--- config.mk ---
export PLATFORM = sky130hd
export DESIGN_NAME = entry_sequencer_flat
export DESIGN_NICKNAME = d
export VERILOG_FILES = /design/src/rtl/entry_sequencer_if.sv /design/src/rtl/entry_sequencer.sv /design/src/flat_wrapper.sv
export SDC_FILE = /design/constraint.sdc
export NUM_CORES = 1
export LEC_CHECK = 0
export BUFFER_PORTS_ARGS = -buffer_cell sky130_fd_sc_hd__clkbuf_2
export CAP_MARGIN = 10
export CELL_PAD_IN_SITES_DETAIL_PLACEMENT = 0
export CELL_PAD_IN_SITES_GLOBAL_PLACEMENT = 2
export CORE_ASPECT_RATIO = 1.1
export CORE_MARGIN = 1
export CORE_UTILIZATION = 42
export CTS_BUF_LIST = sky130_fd_sc_hd__clkbuf_8
export DETAILED_ROUTE_END_ITERATION = 8
export PLACE_DENSITY_LB_ADDON = 0.1
export SLEW_MARGIN = 25
export SYNTH_ARGS = -nofsm -noshare
export SYNTH_HDL_FRONTEND = slang
export SYNTH_SLANG_ARGS = --single-unit
--- constraint.sdc ---
create_clock -name CLK -period 5.8 [get_ports CLK]
set_clock_uncertainty 0.2 [all_clocks]
set_input_delay 0 -clock CLK [delete_from_list [all_inputs] [get_ports CLK]]
set_output_delay 0 -clock CLK [all_outputs]
set_load 0.1 [all_outputs]
--- src/rtl/entry_sequencer_if.sv ---
// entry_sequencer bus: keypad strobes in, lock core
// drive out, status back to the panel.
interface entry_sequencer_if;
  logic [3:0] Key;
  logic       KeyValid;
  logic       KeyClear;
  logic       KeyEnter;
  logic       ModeSel;
  logic       LockErr;
  logic       LockUnlock;
  logic [3:0] Code;
  logic       Mode;
  logic       StepEn;
  logic       LockRst;
  logic [2:0] Count;
  logic       Busy;
  logic       Locked;
  logic       Pass;
  logic       Fail;
  logic       Timeout;

  modport master (
    output Key, KeyValid, KeyClear, KeyEnter,
    output ModeSel, LockErr, LockUnlock,
    input  Code, Mode, StepEn, LockRst, Count,
    input  Busy, Locked, Pass, Fail, Timeout
  );

  modport slave (
    input  Key, KeyValid, KeyClear, KeyEnter,
    input  ModeSel, LockErr, LockUnlock,
    output Code, Mode, StepEn, LockRst, Count,
    output Busy, Locked, Pass, Fail, Timeout
  );
endinterface

--- src/rtl/entry_sequencer.sv ---
// entry_sequencer: buffers four keypad digits and
// replays them into the serial lock core on Enter.
module entry_sequencer #(
  parameter int TIMEOUT = 1000,
  parameter int LOCKOUT = 500
) (
  input logic CLK,
  input logic RST,
  entry_sequencer_if.slave bus
);

  localparam int TW = (TIMEOUT > 1) ? $clog2(TIMEOUT) : 1;
  localparam int LW = $clog2(LOCKOUT) + 1;
  localparam logic [TW-1:0] IDLE_MAX = TW'(TIMEOUT - 1);
  localparam logic [LW-1:0] LOCK_MAX = LW'(LOCKOUT - 1);
  localparam logic [TW-1:0] T_ONE = 1;
  localparam logic [LW-1:0] L_ONE = 1;

  typedef enum logic [2:0] {
    S_IDLE,
    S_COLLECT,
    S_KICK,
    S_MODE,
    S_SEND,
    S_CHECK,
    S_LOCKOUT
  } state_e;

  state_e        state_q, state_d;
  logic [3:0]    dig_q [4];
  logic [3:0]    dig_d [4];
  logic [2:0]    count_q, count_d;
  logic [TW-1:0] idle_q, idle_d;
  logic [LW-1:0] lock_q, lock_d;
  logic [1:0]    idx_q, idx_d;
  logic          mode_q, mode_d;
  logic [3:0]    code_q, code_d;
  logic          step_q, step_d;
  logic          lrst_q, lrst_d;
  logic          clr;
  logic          pass_c, fail_c, tmo_c;
  logic          unlock_ok;

  assign unlock_ok = bus.LockUnlock & ~bus.LockErr;

  // next state, buffer updates and result pulses
  always_comb begin
    state_d = state_q;
    dig_d   = dig_q;
    count_d = count_q;
    idle_d  = idle_q;
    lock_d  = lock_q;
    idx_d   = idx_q;
    mode_d  = mode_q;
    clr     = 1'b0;
    pass_c  = 1'b0;
    fail_c  = 1'b0;
    tmo_c   = 1'b0;
    unique case (state_q)
      S_IDLE, S_COLLECT: begin
        if (bus.KeyClear) begin
          clr     = 1'b1;
          idle_d  = '0;
          state_d = S_IDLE;
        end else if (bus.KeyEnter) begin
          idle_d = '0;
          if (count_q == 3'd4) begin
            mode_d  = bus.ModeSel;
            state_d = S_KICK;
          end else begin
            fail_c  = 1'b1;
            clr     = 1'b1;
            state_d = S_IDLE;
          end
        end else if (bus.KeyValid) begin
          idle_d  = '0;
          state_d = S_COLLECT;
          if (count_q != 3'd4) begin
            dig_d[count_q[1:0]] = bus.Key;
            count_d = count_q + 3'd1;
          end
        end else if (state_q == S_COLLECT) begin
          if (idle_q >= IDLE_MAX) begin
            tmo_c   = 1'b1;
            clr     = 1'b1;
            idle_d  = '0;
            state_d = S_IDLE;
          end else begin
            idle_d = idle_q + T_ONE;
          end
        end
      end
      S_KICK: state_d = S_MODE;
      S_MODE: begin
        idx_d   = 2'd0;
        state_d = S_SEND;
      end
      S_SEND: begin
        if (idx_q == 2'd3) state_d = S_CHECK;
        else idx_d = idx_q + 2'd1;
      end
      S_CHECK: begin
        clr = 1'b1;
        if (mode_q && !unlock_ok) begin
          fail_c  = 1'b1;
          lock_d  = '0;
          state_d = S_LOCKOUT;
        end else begin
          pass_c  = 1'b1;
          state_d = S_IDLE;
        end
      end
      S_LOCKOUT: begin
        if (lock_q >= LOCK_MAX) state_d = S_IDLE;
        else lock_d = lock_q + L_ONE;
      end
      default: state_d = S_IDLE;
    endcase
    if (clr) begin
      dig_d   = '{default: '0};
      count_d = '0;
    end
    step_d = (state_d == S_MODE) || (state_d == S_SEND);
    lrst_d = (state_d == S_KICK);
    code_d = (state_d == S_SEND) ? dig_d[idx_d] : dig_d[0];
  end

  // state and registered lock-core drive
  always_ff @(posedge CLK or negedge RST) begin
    if (!RST) begin
      state_q <= S_IDLE;
      dig_q   <= '{default: '0};
      count_q <= '0;
      idle_q  <= '0;
      lock_q  <= '0;
      idx_q   <= '0;
      mode_q  <= 1'b0;
      code_q  <= '0;
      step_q  <= 1'b0;
      lrst_q  <= 1'b0;
    end else begin
      state_q <= state_d;
      dig_q   <= dig_d;
      count_q <= count_d;
      idle_q  <= idle_d;
      lock_q  <= lock_d;
      idx_q   <= idx_d;
      mode_q  <= mode_d;
      code_q  <= code_d;
      step_q  <= step_d;
      lrst_q  <= lrst_d;
    end
  end

  assign bus.Code    = code_q;
  assign bus.Mode    = mode_q;
  assign bus.StepEn  = step_q;
  assign bus.LockRst = lrst_q;
  assign bus.Count   = count_q;
  assign bus.Busy    = !(state_q inside {S_IDLE, S_COLLECT});
  assign bus.Locked  = (state_q == S_LOCKOUT);
  assign bus.Pass    = pass_c & RST;
  assign bus.Fail    = fail_c & RST;
  assign bus.Timeout = tmo_c & RST;

endmodule

--- src/flat_wrapper.sv ---
// flat-port wrapper written by rule: the top's interface ports become plain ports
module entry_sequencer_flat 
#(
  parameter int TIMEOUT = 1000,
  parameter int LOCKOUT = 500
)
  (CLK, RST, bus_Key, bus_KeyValid, bus_KeyClear, bus_KeyEnter, bus_ModeSel, bus_LockErr, bus_LockUnlock, bus_Code, bus_Mode, bus_StepEn, bus_LockRst, bus_Count, bus_Busy, bus_Locked, bus_Pass, bus_Fail, bus_Timeout);
  entry_sequencer_if bus_i ();
  input logic CLK;
  input logic RST;
  input wire logic [$bits(bus_i.Key)-1:0] bus_Key;
  input wire logic [$bits(bus_i.KeyValid)-1:0] bus_KeyValid;
  input wire logic [$bits(bus_i.KeyClear)-1:0] bus_KeyClear;
  input wire logic [$bits(bus_i.KeyEnter)-1:0] bus_KeyEnter;
  input wire logic [$bits(bus_i.ModeSel)-1:0] bus_ModeSel;
  input wire logic [$bits(bus_i.LockErr)-1:0] bus_LockErr;
  input wire logic [$bits(bus_i.LockUnlock)-1:0] bus_LockUnlock;
  output wire logic [$bits(bus_i.Code)-1:0] bus_Code;
  output wire logic [$bits(bus_i.Mode)-1:0] bus_Mode;
  output wire logic [$bits(bus_i.StepEn)-1:0] bus_StepEn;
  output wire logic [$bits(bus_i.LockRst)-1:0] bus_LockRst;
  output wire logic [$bits(bus_i.Count)-1:0] bus_Count;
  output wire logic [$bits(bus_i.Busy)-1:0] bus_Busy;
  output wire logic [$bits(bus_i.Locked)-1:0] bus_Locked;
  output wire logic [$bits(bus_i.Pass)-1:0] bus_Pass;
  output wire logic [$bits(bus_i.Fail)-1:0] bus_Fail;
  output wire logic [$bits(bus_i.Timeout)-1:0] bus_Timeout;
  assign bus_i.Key = bus_Key;
  assign bus_i.KeyValid = bus_KeyValid;
  assign bus_i.KeyClear = bus_KeyClear;
  assign bus_i.KeyEnter = bus_KeyEnter;
  assign bus_i.ModeSel = bus_ModeSel;
  assign bus_i.LockErr = bus_LockErr;
  assign bus_i.LockUnlock = bus_LockUnlock;
  assign bus_Code = bus_i.Code;
  assign bus_Mode = bus_i.Mode;
  assign bus_StepEn = bus_i.StepEn;
  assign bus_LockRst = bus_i.LockRst;
  assign bus_Count = bus_i.Count;
  assign bus_Busy = bus_i.Busy;
  assign bus_Locked = bus_i.Locked;
  assign bus_Pass = bus_i.Pass;
  assign bus_Fail = bus_i.Fail;
  assign bus_Timeout = bus_i.Timeout;
  entry_sequencer #(.TIMEOUT(TIMEOUT), .LOCKOUT(LOCKOUT)) u_core (.CLK(CLK), .RST(RST), .bus(bus_i));
endmodule
==> results.md, run 1 <==
* Std cell rows at 30
* Post-detail-place hpwl at 4.18 mm
* Dominant cell type by area after synthesis: dfrtp_1
* Count leader, synth: dfrtp_1
* Hold_ws at 0.0705 ns
* Worst-Margin Slew at 0.710 ns
* Syn-to-layout area delta at 14.0%
* # DRC at 0
* Status: complete, no violations
* Distinct cells, synth at 53
* CP max stage cell: dfrtp_1
* Diodes inserted at 0
* Placed instance count at 376
* CTS tree: done
* Worst VDD drop at 81.0 uV
* Max clock buf depth at 2
* Post-synth ARST share at 100%
* DIE WIDTH at 79.1 um
* Initial DRT Pass Iterations at 4
* GR Util met1 at 29.3%
* I/O pins at 27
* Post-synth top cells: 51 x dfrtp_1, 35 x nor2_1, 32 x o21ai_0
* Synth Warn # at 0
* Leakage at 1.37 nW
* Cell count after synthesis at 280
* PD cells at 223 nW/um2
* Placer Congestion at 0.781
* Core Area at 6230 um2
* Worst r2r src: u_core.lock_q[0]
* Layout cell share with drive strength beyond 1 at 15.9%
* Final worst path period share at 43.3%
* Avg Inst Size Synth at 9.80 um2
* Max-slew violation total from the final report at 0
* Crit path time final at 2.51 ns
* Synth Flop Type: dfrtp_1
* CTS clk-pin slew, worst paths at 0.09 ns
* Min-delay worst type: input port to async pin
* Top cells by area in the synthesized netlist: dfrtp_1 47%, mux2i_1 5.8%, o21ai_0 5.8%, nor2_1 4.8%, nand2_1 2.9%
* Starting Density at 44.0%
* DR iter-0 viols at 94
* Fill cells at 629
* CP peak stage delay at 0.64 ns
* Die height at 86.8 um
* H-tree depth at 2
* Total GRT Usage at 19.5%
* Mapped cell area at 2740 um2
* Post-synth EDFFs at 0
* Final TNS setup at 0 ns
* Critical path's top delay family: simple AND/OR/NAND/NOR gates
* TritonCTS Buffers at 5
* Power Total at 698 uW
* CP startpoint kind: flip-flop
* I/O Buffers at 26
* Crit-path cells: and3b_1 -> and3_2 -> a31oi_1 -> nor2b_1 -> clkbuf_2
* Fin cells at 394
* Reg2reg end: u_core.lock_q[0]
* Post-CTS sizing at 0
* CP Data Arrival Time at 2.31 ns
* Drt total wl at 5.95 mm
* Crit path launch: u_core.state_q[2]
* CTS root buf: clkbuf_8
* Via-to-Cell Ratio at 5.43
* Routed WL per cell at 15.1 um
* Setup Viol. Count Final at 0
* Syn Nets at 298
* Register area share after synthesis at 46.5%
* Final Hold Fails at 0
* Largest net degree at the start of global routing at 31
* Critical Path RT at 5.60 ns
* Met2 usage at 28.8%
* Setup slack, reg-to-reg at 3.42 ns
* Vias at 2139
* Remaining antenna violation count at 0
* Antenna violations before repair at 0
* DIE AREA at 6860 um2
* Peak Freq at 398 MHz
* Critical Path Fanout Max at 15
* Postcts setup bufs at 0
* Buf/Inv on CP at 1
* Clock Sinks at 51
* Critical path endpoint category: primary output
* WS Path Type: flip-flop to primary output
* M3 GR Usage at 3.16%
* Rel. slew slack at 52.7%
* Max-Cap Viols at 0
* Post-synth top area share at 46.5%
* Worst reg2reg path depth at 5
* Total global routing overflow at 0
* GRT Max-Usage Layer: met1
* Worst-skew pair later-pin latency at 0.30 ns
* RSZ-0062 raised after global routing: false
* Hold-fix buffers, CTS at 10
* Global-route wire length before repair at 10.3 mm
* Yosys reg bits at 51
* Nets at 331
* Vias in the first global route at 2094
## cell type report
| class | count | area [um2] | area share (%) |
|---|---|---|---|
| sequential | 51 | 1280 | 40.8 |
| tap | 80 | 100 | 3.20 |
| clock buffer | 6 | 82.6 | 2.64 |
| timing repair buffer | 41 | 268 | 8.57 |
| clock inverter | 2 | 35.0 | 1.12 |
| multi-input combinational | 208 | 1340 | 42.9 |
| inverter | 6 | 22.5 | 0.721 |
## worst register-to-register path: cells and delay by family (launching register included)
family / cells / cell delay, ns
compound gates: 1 / 0.67
simple gates: 2 / 0.46
fa+ha+maj: 1 / 0.23
mux: 1 / 0.29
flops: 1 / 0.42
## sequential cells by signal, indices dropped and copies added (netlist names)
name	cells
u_core.dig_q	16
u_core.idle_q	10
u_core.lock_q	10
u_core.bus.Code	4
u_core.bus.Count	3
u_core.state_q	3
u_core.idx_q	2
u_core.bus.LockRst	1
u_core.bus.Mode	1
u_core.bus.StepEn	1
## metrics by stage
stage / setup slack [ns] / utilization (%) / area (um2)
finish: 3.29 / 50.2 / 3130
global route: 3.15 / 50.2 / 3130
CTS: 3.28 / 50.2 / 3130
detailed placement: 3.42 / 46.7 / 2910
global placement: 3.41 / 46.7 / 2910
floorplan: 2.67 / - / 2740
## cells by family (layout without fill, tap and decap cells)
family | count (synthesis) | count (layout) | share of synthesized area [%]
flip-flops | 51 | 51 | 46.5
adder cells (fa/ha/maj) | 6 | 6 | 2.74
multiplexers | 18 | 18 | 6.66
XOR/XNOR | 8 | 8 | 2.55
AO/OA/AOI/OAI | 66 | 66 | 16.4
AND/OR/NAND/NOR | 110 | 110 | 20.6
buffers and inverters | 21 | 55 | 4.56
## metal layers
metal,vias to the layer above,routed length (um),part of all wire (%)
li1,1072,-,-
met1,1026,3230,54
met2,36,2480,42
met3,5,167,2.8
met4,0,70,1.2
met5,-,0,0
## worst max-delay path by stage
| stage | end | slack [ns] | depth (start not counted) |
|---|---|---|---|
| 2_1_floorplan | bus_Fail | 2.67 | 5 |
| 3_3_place_gp | u_core.lock_q[0] | 3.41 | 5 |
| 3_5_place_dp | u_core.lock_q[5] | 3.42 | 6 |
| 4_1_cts | bus_Fail | 3.28 | 5 |
| 5_1_grt | bus_Fail | 3.15 | 4 |
| 6_report | bus_Fail | 3.29 | 5 |
## placed cells by master, fill, tap and decap left out, types with 2 or more instances in the layout
cell type      netlist  final
a21o_1               2      2
clkbuf_8             0      6
nand2b_1             4      4
mux2i_1             16     16
o2bb2ai_1            5      5
a21oi_1              6      6
xor2_1               6      6
buf_4                2      5
dfrtp_1             51     51
and3_2               2      2
mux2_2               2      2
xnor2_1              2      2
nor2b_1              3      3
or3b_1               2      2
o31ai_1              4      4
nand4_1              3      3
inv_1                5      5
ha_1                 6      6
nor2_1              35     35
nand3b_1             2      2
nor4_1               2      2
and3_1               6      6
nor3_1               3      3
clkbuf_2             0     26
o21ai_0             32     32
a31oi_1              3      3
and2_1               2      2
dlygate4sd3_1        0     10
nand3_1             14     14
nor4bb_1             3      3
a211o_1              2      2
nand2_1             21     21
## report_power, final
group          switching [mW]  internal (mW)  total (mW)
clock network           0.116          0.140       0.256
registers             0.00475          0.360       0.365
logic                  0.0567         0.0209      0.0776
No activity file was read; power rests on OpenSTA's default activity.
==> inputs of run 2 (changes only) <==
Settings changed: CORE_UTILIZATION 42 to 39.
Clock period 5.8 ns to 2.49 ns, I/O delays scaled along.
==> run 2 against run 1 <==
Flip-flop and latch count stayed put; critical endpoint is now bus_Timeout; power is 130% higher; largest cell class unchanged; routed wire length is 0.30% lower.
==> results.md, run 2 (synthesized netlist as in run 1, its figures left out) <==
* Max clock buf depth at 2 (unchanged)
* DIE AREA at 7370 um2 (+7.5%)
* Status: complete, no violations
* Final TNS setup at 0 ns (unchanged)
* Final Hold Fails at 0 (unchanged)
* CP Data Arrival Time at 2.04 ns (-0.27 ns)
* Routed WL per cell at 14.8 um (-2.3%)
* Crit path time final at 2.24 ns
* Final worst path period share at 89.9%
* Layout cell share with drive strength beyond 1 at 18.1% (+2.2 points)
* Most flops, register: u_core.dig_q
* Regs by FF count: u_core.dig_q: 16 flops, u_core.idle_q: 10 flops, u_core.lock_q: 10 flops
* Total global routing overflow at 0 (unchanged)
* Placer Congestion at 0.811 (+3.8%)
* Placed cell areas at 2980 um2 (+2.3%)
* Final instance area at 3170 um2 (+1.6%)
* Total GRT Usage at 18.2% (-1.3 points)
* Std cell rows at 31 (+3.3%)
* # DRC at 0 (unchanged)
* Worst-Margin Slew at 0.654 ns (-0.0558 ns)
* Peak Freq at 447 MHz
* Core Area at 6670 um2 (+7.1%)
* Largest net degree at the start of global routing at 30 (-3.2%)
* Via-to-Cell Ratio at 5.19 (-4.4%)
* Diodes inserted at 0 (unchanged)
* Initial DRT Pass Iterations at 5 (+1)
* Placement Setup Slack at 0.166 ns (-3.26 ns)
* PD cells at 507 nW/um2 (+130%)
* Core Util, Final at 47.6% (-2.6 points)
* Die height at 90.0 um (+3.7%)
* Vias in the first global route at 2075 (-0.91%)
* Most common cell after layout, fill and taps aside: dfrtp_1
* Hold_ws at 0.0762 ns (+0.00567 ns)
* Critical Path RT at 2.29 ns (-3.31 ns)
* Leakage at 1.40 nW (+2.4%)
* I/O Buffers at 26 (unchanged)
* CP startpoint kind: flip-flop
* Max-Cap Viols at 0 (unchanged)
* Post-detail-place hpwl at 4.36 mm (+4.3%)
* Worst r2r src: u_core.idle_q[0]
* Fin cells at 402 (+2.0%)
* Rel. slew slack at 56.0% (+3.3 points)
* TritonCTS Buffers at 5 (unchanged)
* Worst VDD drop at 212 uV (+160%)
* Reg2reg end: u_core.bus.Code[3]
* Clock Sinks at 51 (unchanged)
* Max reg flops at 16 (unchanged)
* Placed instance count at 385 (+2.4%)
* Power Total at 1.61 mW (+130%)
* Drt total wl at 5.93 mm (-0.30%)
* Global-route wire length before repair at 10.3 mm (-0.47%)
* Critical Path Fanout Max at 10 (-5)
* CTS root buf: clkbuf_8
* Postcts setup bufs at 0 (unchanged)
* Starting Density at 41.1% (-2.9 points)
* Setup slack, reg-to-reg at 0.29 ns (-3.13 ns)
* Worst-skew pair later-pin latency at 0.30 ns (about the same)
* WS Path Type: flip-flop to primary output
* RSZ-0062 raised after global routing: false
* DR iter-0 viols at 108 (+15%)
* Remaining antenna violation count at 0 (unchanged)
* CTS tree: done
* Antenna violations before repair at 0 (unchanged)
* H-tree depth at 2 (unchanged)
* CTS clk-pin slew, worst paths at 0.10 ns (about the same)
* Vias at 2086 (-2.5%)
* DIE WIDTH at 82.0 um (+3.7%)
* Min-delay worst type: input port to async pin
* Slack of the critical path at 0.252 ns (-3.04 ns)
* I/O pins at 27 (unchanged)
* Most frequent cells in the layout: 49 x dfrtp_1, 35 x nor2_1, 31 x o21ai_0
* Max-slew violation total from the final report at 0 (unchanged)
* Critical path endpoint category: primary output
* Setup Viol. Count Final at 0 (unchanged)
* Nets at 337 (+1.8%)
* Worst reg2reg path depth at 6 (+1)
* Syn-to-layout area delta at 15.7%
## run 2: cell type report
cell class	instances	area, um2
clock buffer	5	68.8
tap	82	103
inverter	6	22.5
fill	680	3500
timing repair buffer	47	315
clock inverter	3	37.5
sequential	51	1280
multi-input combinational	208	1350
## run 2: layer usage
metal  up-vias  GRT usage, %  routed length [um]  part of all wire (%)
met1       964          28.3                3270                    55
met3         6          3.15                 186                   3.1
met5         -             0                   0                     0
li1       1083             -                   -                     -
met4         0          6.14                  82                   1.4
met2        33          25.0                2400                    40
## run 2: worst max-delay path: stages (launching register included)
cell	delay (ns)
dfrtp_1	0.52
or3b_1	0.39
nor4_2	0.24
and3_1	0.24
clkbuf_4	0.34
## run 2: how the worst max path moves through the flow
stage / startpoint / endpoint / slack [ns]
global placement: u_core.idle_q[0] / u_core.bus.Code[3] / 0.33
detailed placement: u_core.idle_q[0] / u_core.bus.Code[2] / 0.17
floorplan: u_core.bus.Mode / bus_Fail / 0.19
finish: u_core.state_q[0] / bus_Timeout / 0.25
CTS: u_core.state_q[0] / bus_Timeout / 0.12
global route: u_core.state_q[0] / bus_Timeout / 0.08
## run 2: repair_timing
action,CTS,global route
setup endpoints to repair,0,5
resized for setup,0,3
hold endpoints to repair,76,0
hold buffers,9,0
## run 2: where the power goes
| group | total [mW] | internal, mW | switching [mW] | leakage, nW |
|---|---|---|---|---|
| sequential | 0.851 | 0.839 | 0.0112 | 0.681 |
| clock | 0.572 | 0.293 | 0.278 | 0.0607 |
| combinational | 0.187 | 0.0535 | 0.134 | 0.663 |
==> inputs of run 3 (changes only) <==
Settings changed: REMOVE_ABC_BUFFERS set to 1.
Clock period 2.49 ns to 2.38 ns, I/O delays scaled along.
==> run 3 against run 2 <==
Setup slack worse by 0.041 ns; die area unchanged; design area up 0.83%; cell count unchanged; largest power group unchanged; highest routed layer unchanged.
==> results.md, run 3 (synthesized netlist as in run 1, its figures left out) <==
* Vias in the first global route at 2092 (+0.82%)
* Final worst path period share at 91.1%
* Slack of the critical path at 0.211 ns (-0.0415 ns)
* Max clock buf depth at 2 (unchanged)
* Antenna violations before repair at 0 (unchanged)
* Via-to-Cell Ratio at 5.38 (+3.6%)
* Most flops, register: u_core.dig_q
* Worst VDD drop at 279 uV (+32%)
* Reg area at 1280 um2 (-0.20%)
* # DRC at 0 (unchanged)
* Reg power frac at 53.1% (+0.3 points)
* Largest net degree at the start of global routing at 23 (-23%)
* Clock power share at 35.1% (-0.4 points)
* I/O Buffers at 26 (unchanged)
* Nets at 338 (+0.30%)
* CTS root buf: clkbuf_8
* Placement Setup Slack at -0.104 ns (-0.269 ns)
* CP startpoint kind: flip-flop
* Max reg flops at 16 (unchanged)
* Placer Congestion at 0.732 (-9.7%)
* Initial DRT Pass Iterations at 4 (-1)
* Rel. slew slack at 62.5% (+6.5 points)
* TritonCTS Buffers at 5 (unchanged)
* RSZ-0062 raised after global routing: false
* Drt total wl at 6.12 mm (+3.1%)
* Layout cell share with drive strength beyond 1 at 18.4% (+0.31 points)
* Pint at 1.24 mW (+4.5%)
* CTS tree: done
* Fill cells at 667 (-1.9%)
* Post-detail-place hpwl at 4.37 mm (+0.19%)
* Max-slew violation total from the final report at 0 (unchanged)
* Total global routing overflow at 0 (unchanged)
* Total GRT Usage at 18.6% (+0.41 points)
* Clock Sinks at 51 (unchanged)
* DIE AREA at 7370 um2 (unchanged)
* Peak Freq at 461 MHz
* CP Data Arrival Time at 2.19 ns (+0.15 ns)
* Die height at 90.0 um (unchanged)
* Leakage at 1.41 nW (+0.31%)
* Most common cell after layout, fill and taps aside: dfrtp_1
* Min-delay worst type: input port to async pin
* Regs by FF count: u_core.dig_q: 16 flops, u_core.idle_q: 10 flops, u_core.lock_q: 10 flops
* Worst-skew pair later-pin latency at 0.30 ns (about the same)
* Diodes inserted at 0 (unchanged)
* Crit path time final at 2.17 ns
* Area of the multi-input gates at 1360 um2 (+0.74%)
* Critical path endpoint category: flip-flop
* H-tree depth at 2 (unchanged)
* Std cell rows at 31 (unchanged)
* Starting Density at 41.1% (unchanged)
* Most frequent cells in the layout: 51 x dfrtp_1, 35 x nor2_1, 31 x o21ai_0
* Worst-Margin Slew at 0.559 ns (-0.0948 ns)
* I/O pins at 27 (unchanged)
* Status: complete, no violations
* Net Switching at 436 uW (+2.9%)
* Remaining antenna violation count at 0 (unchanged)
* Routed WL per cell at 15.2 um (+3.1%)
* Final Hold Fails at 0 (unchanged)
* Critical Path RT at 2.40 ns (+0.11 ns)
* Core Area at 6670 um2 (unchanged)
* Vias at 2162 (+3.6%)
* Syn-to-layout area delta at 16.7%
* Max-Cap Viols at 0 (unchanged)
* Setup Viol. Count Final at 0 (unchanged)
* Core Util, Final at 48.0% (+0.39 points)
* Postcts setup bufs at 0 (unchanged)
* Logic pwr share at 11.8% (+0.2 points)
* Net Sw Frac at 26.0% (-0.31 points)
* DIE WIDTH at 82.0 um (unchanged)
* DR iter-0 viols at 93 (-14%)
* Critical Path Fanout Max at 11 (+1)
* CTS clk-pin slew, worst paths at 0.09 ns (about the same)
* Power Total at 1.68 mW (+4.1%)
* WS Path Type: flip-flop to flip-flop
* Global-route wire length before repair at 10.5 mm (+2.4%)
* PD cells at 524 nW/um2 (+3.2%)
run 3: cell count changes in the layout (fill, tap and decap cells not counted), sizes merged:
cell / before / now
dlygate4sd3: 9 / 10
clkbuf: 30 / 29
buf: 13 / 14
inv: 8 / 7
run 3: per-layer routing:
layer	global-route usage (%)	up-vias	share of wire, %
met5	0	-	0
met3	3.15	4	3.9
li1	-	1083	-
met2	25.8	42	41
met4	5.26	0	1.1
met1	29.1	1033	54
run 3: path summary, 6_finish.rpt:
check / cells after the start / from / slack, ns / endpoint
setup / recovery: 5 / u_core.state_q[2] / 0.21 / u_core.bus.Code[3]
hold / removal: 3 / RST / 0.11 / u_core.lock_q[9]
setup reg to reg: 5 / u_core.state_q[2] / 0.21 / u_core.bus.Code[3]
hold reg to reg: 1 / u_core.idle_q[8] / 0.32 / u_core.idle_q[8]
max in group asynchronous: 3 / RST / 1.05 / u_core.dig_q[12]
min in group CLK: 4 / bus_LockUnlock / 0.12 / u_core.lock_q[6]
run 3: power by group through the flow:
stage,registers (mW),logic [mW],clock network (mW)
floorplan,0.960,0.0605,0
detailed placement,0.906,0.186,0
CTS,0.889,0.199,0.606
finish,0.889,0.198,0.588
global placement,0.906,0.186,0
global route,0.892,0.217,0.644
run 3: worst max-delay path, stage by stage (launching register included):
cell and delay, ns:
dfrtp_1 0.55, or3b_1 0.53, o32ai_4 0.41, o21ai_0 0.15
nand3_1 0.13, o2bb2ai_1 0.13
run 3: through the flow:
| step | instances | area, um2 | TNS, ns | hold slack (ns) |
|---|---|---|---|---|
| 2_1_floorplan | 265 | 2640 | -13.61 | -0.496 |
| 5_1_grt | 402 | 3200 | 0 | 0.148 |
| 3_3_place_gp | 385 | 2980 | -0.327 | -0.275 |
| 6_report | 402 | 3200 | 0 | 0.114 |
| 3_5_place_dp | 385 | 2980 | -0.389 | -0.279 |
| 4_1_cts | 402 | 3190 | 0 | 0.113 |
run 3: layout make-up:
cell class                 instances  area share, %
inverter                           6          0.704
sequential                        51           39.9
clock buffer                       5           2.15
tap                               82           3.21
multi-input combinational        208           42.5
clock inverter                     2           1.06
timing repair buffer              48           10.6
run 3: what timing repair did:
action,4_1_cts,5_1_grt
hold buffers,10,0
resized for setup,1,4
endpoints found under the hold margin,76,0
endpoints found under the setup margin,4,6
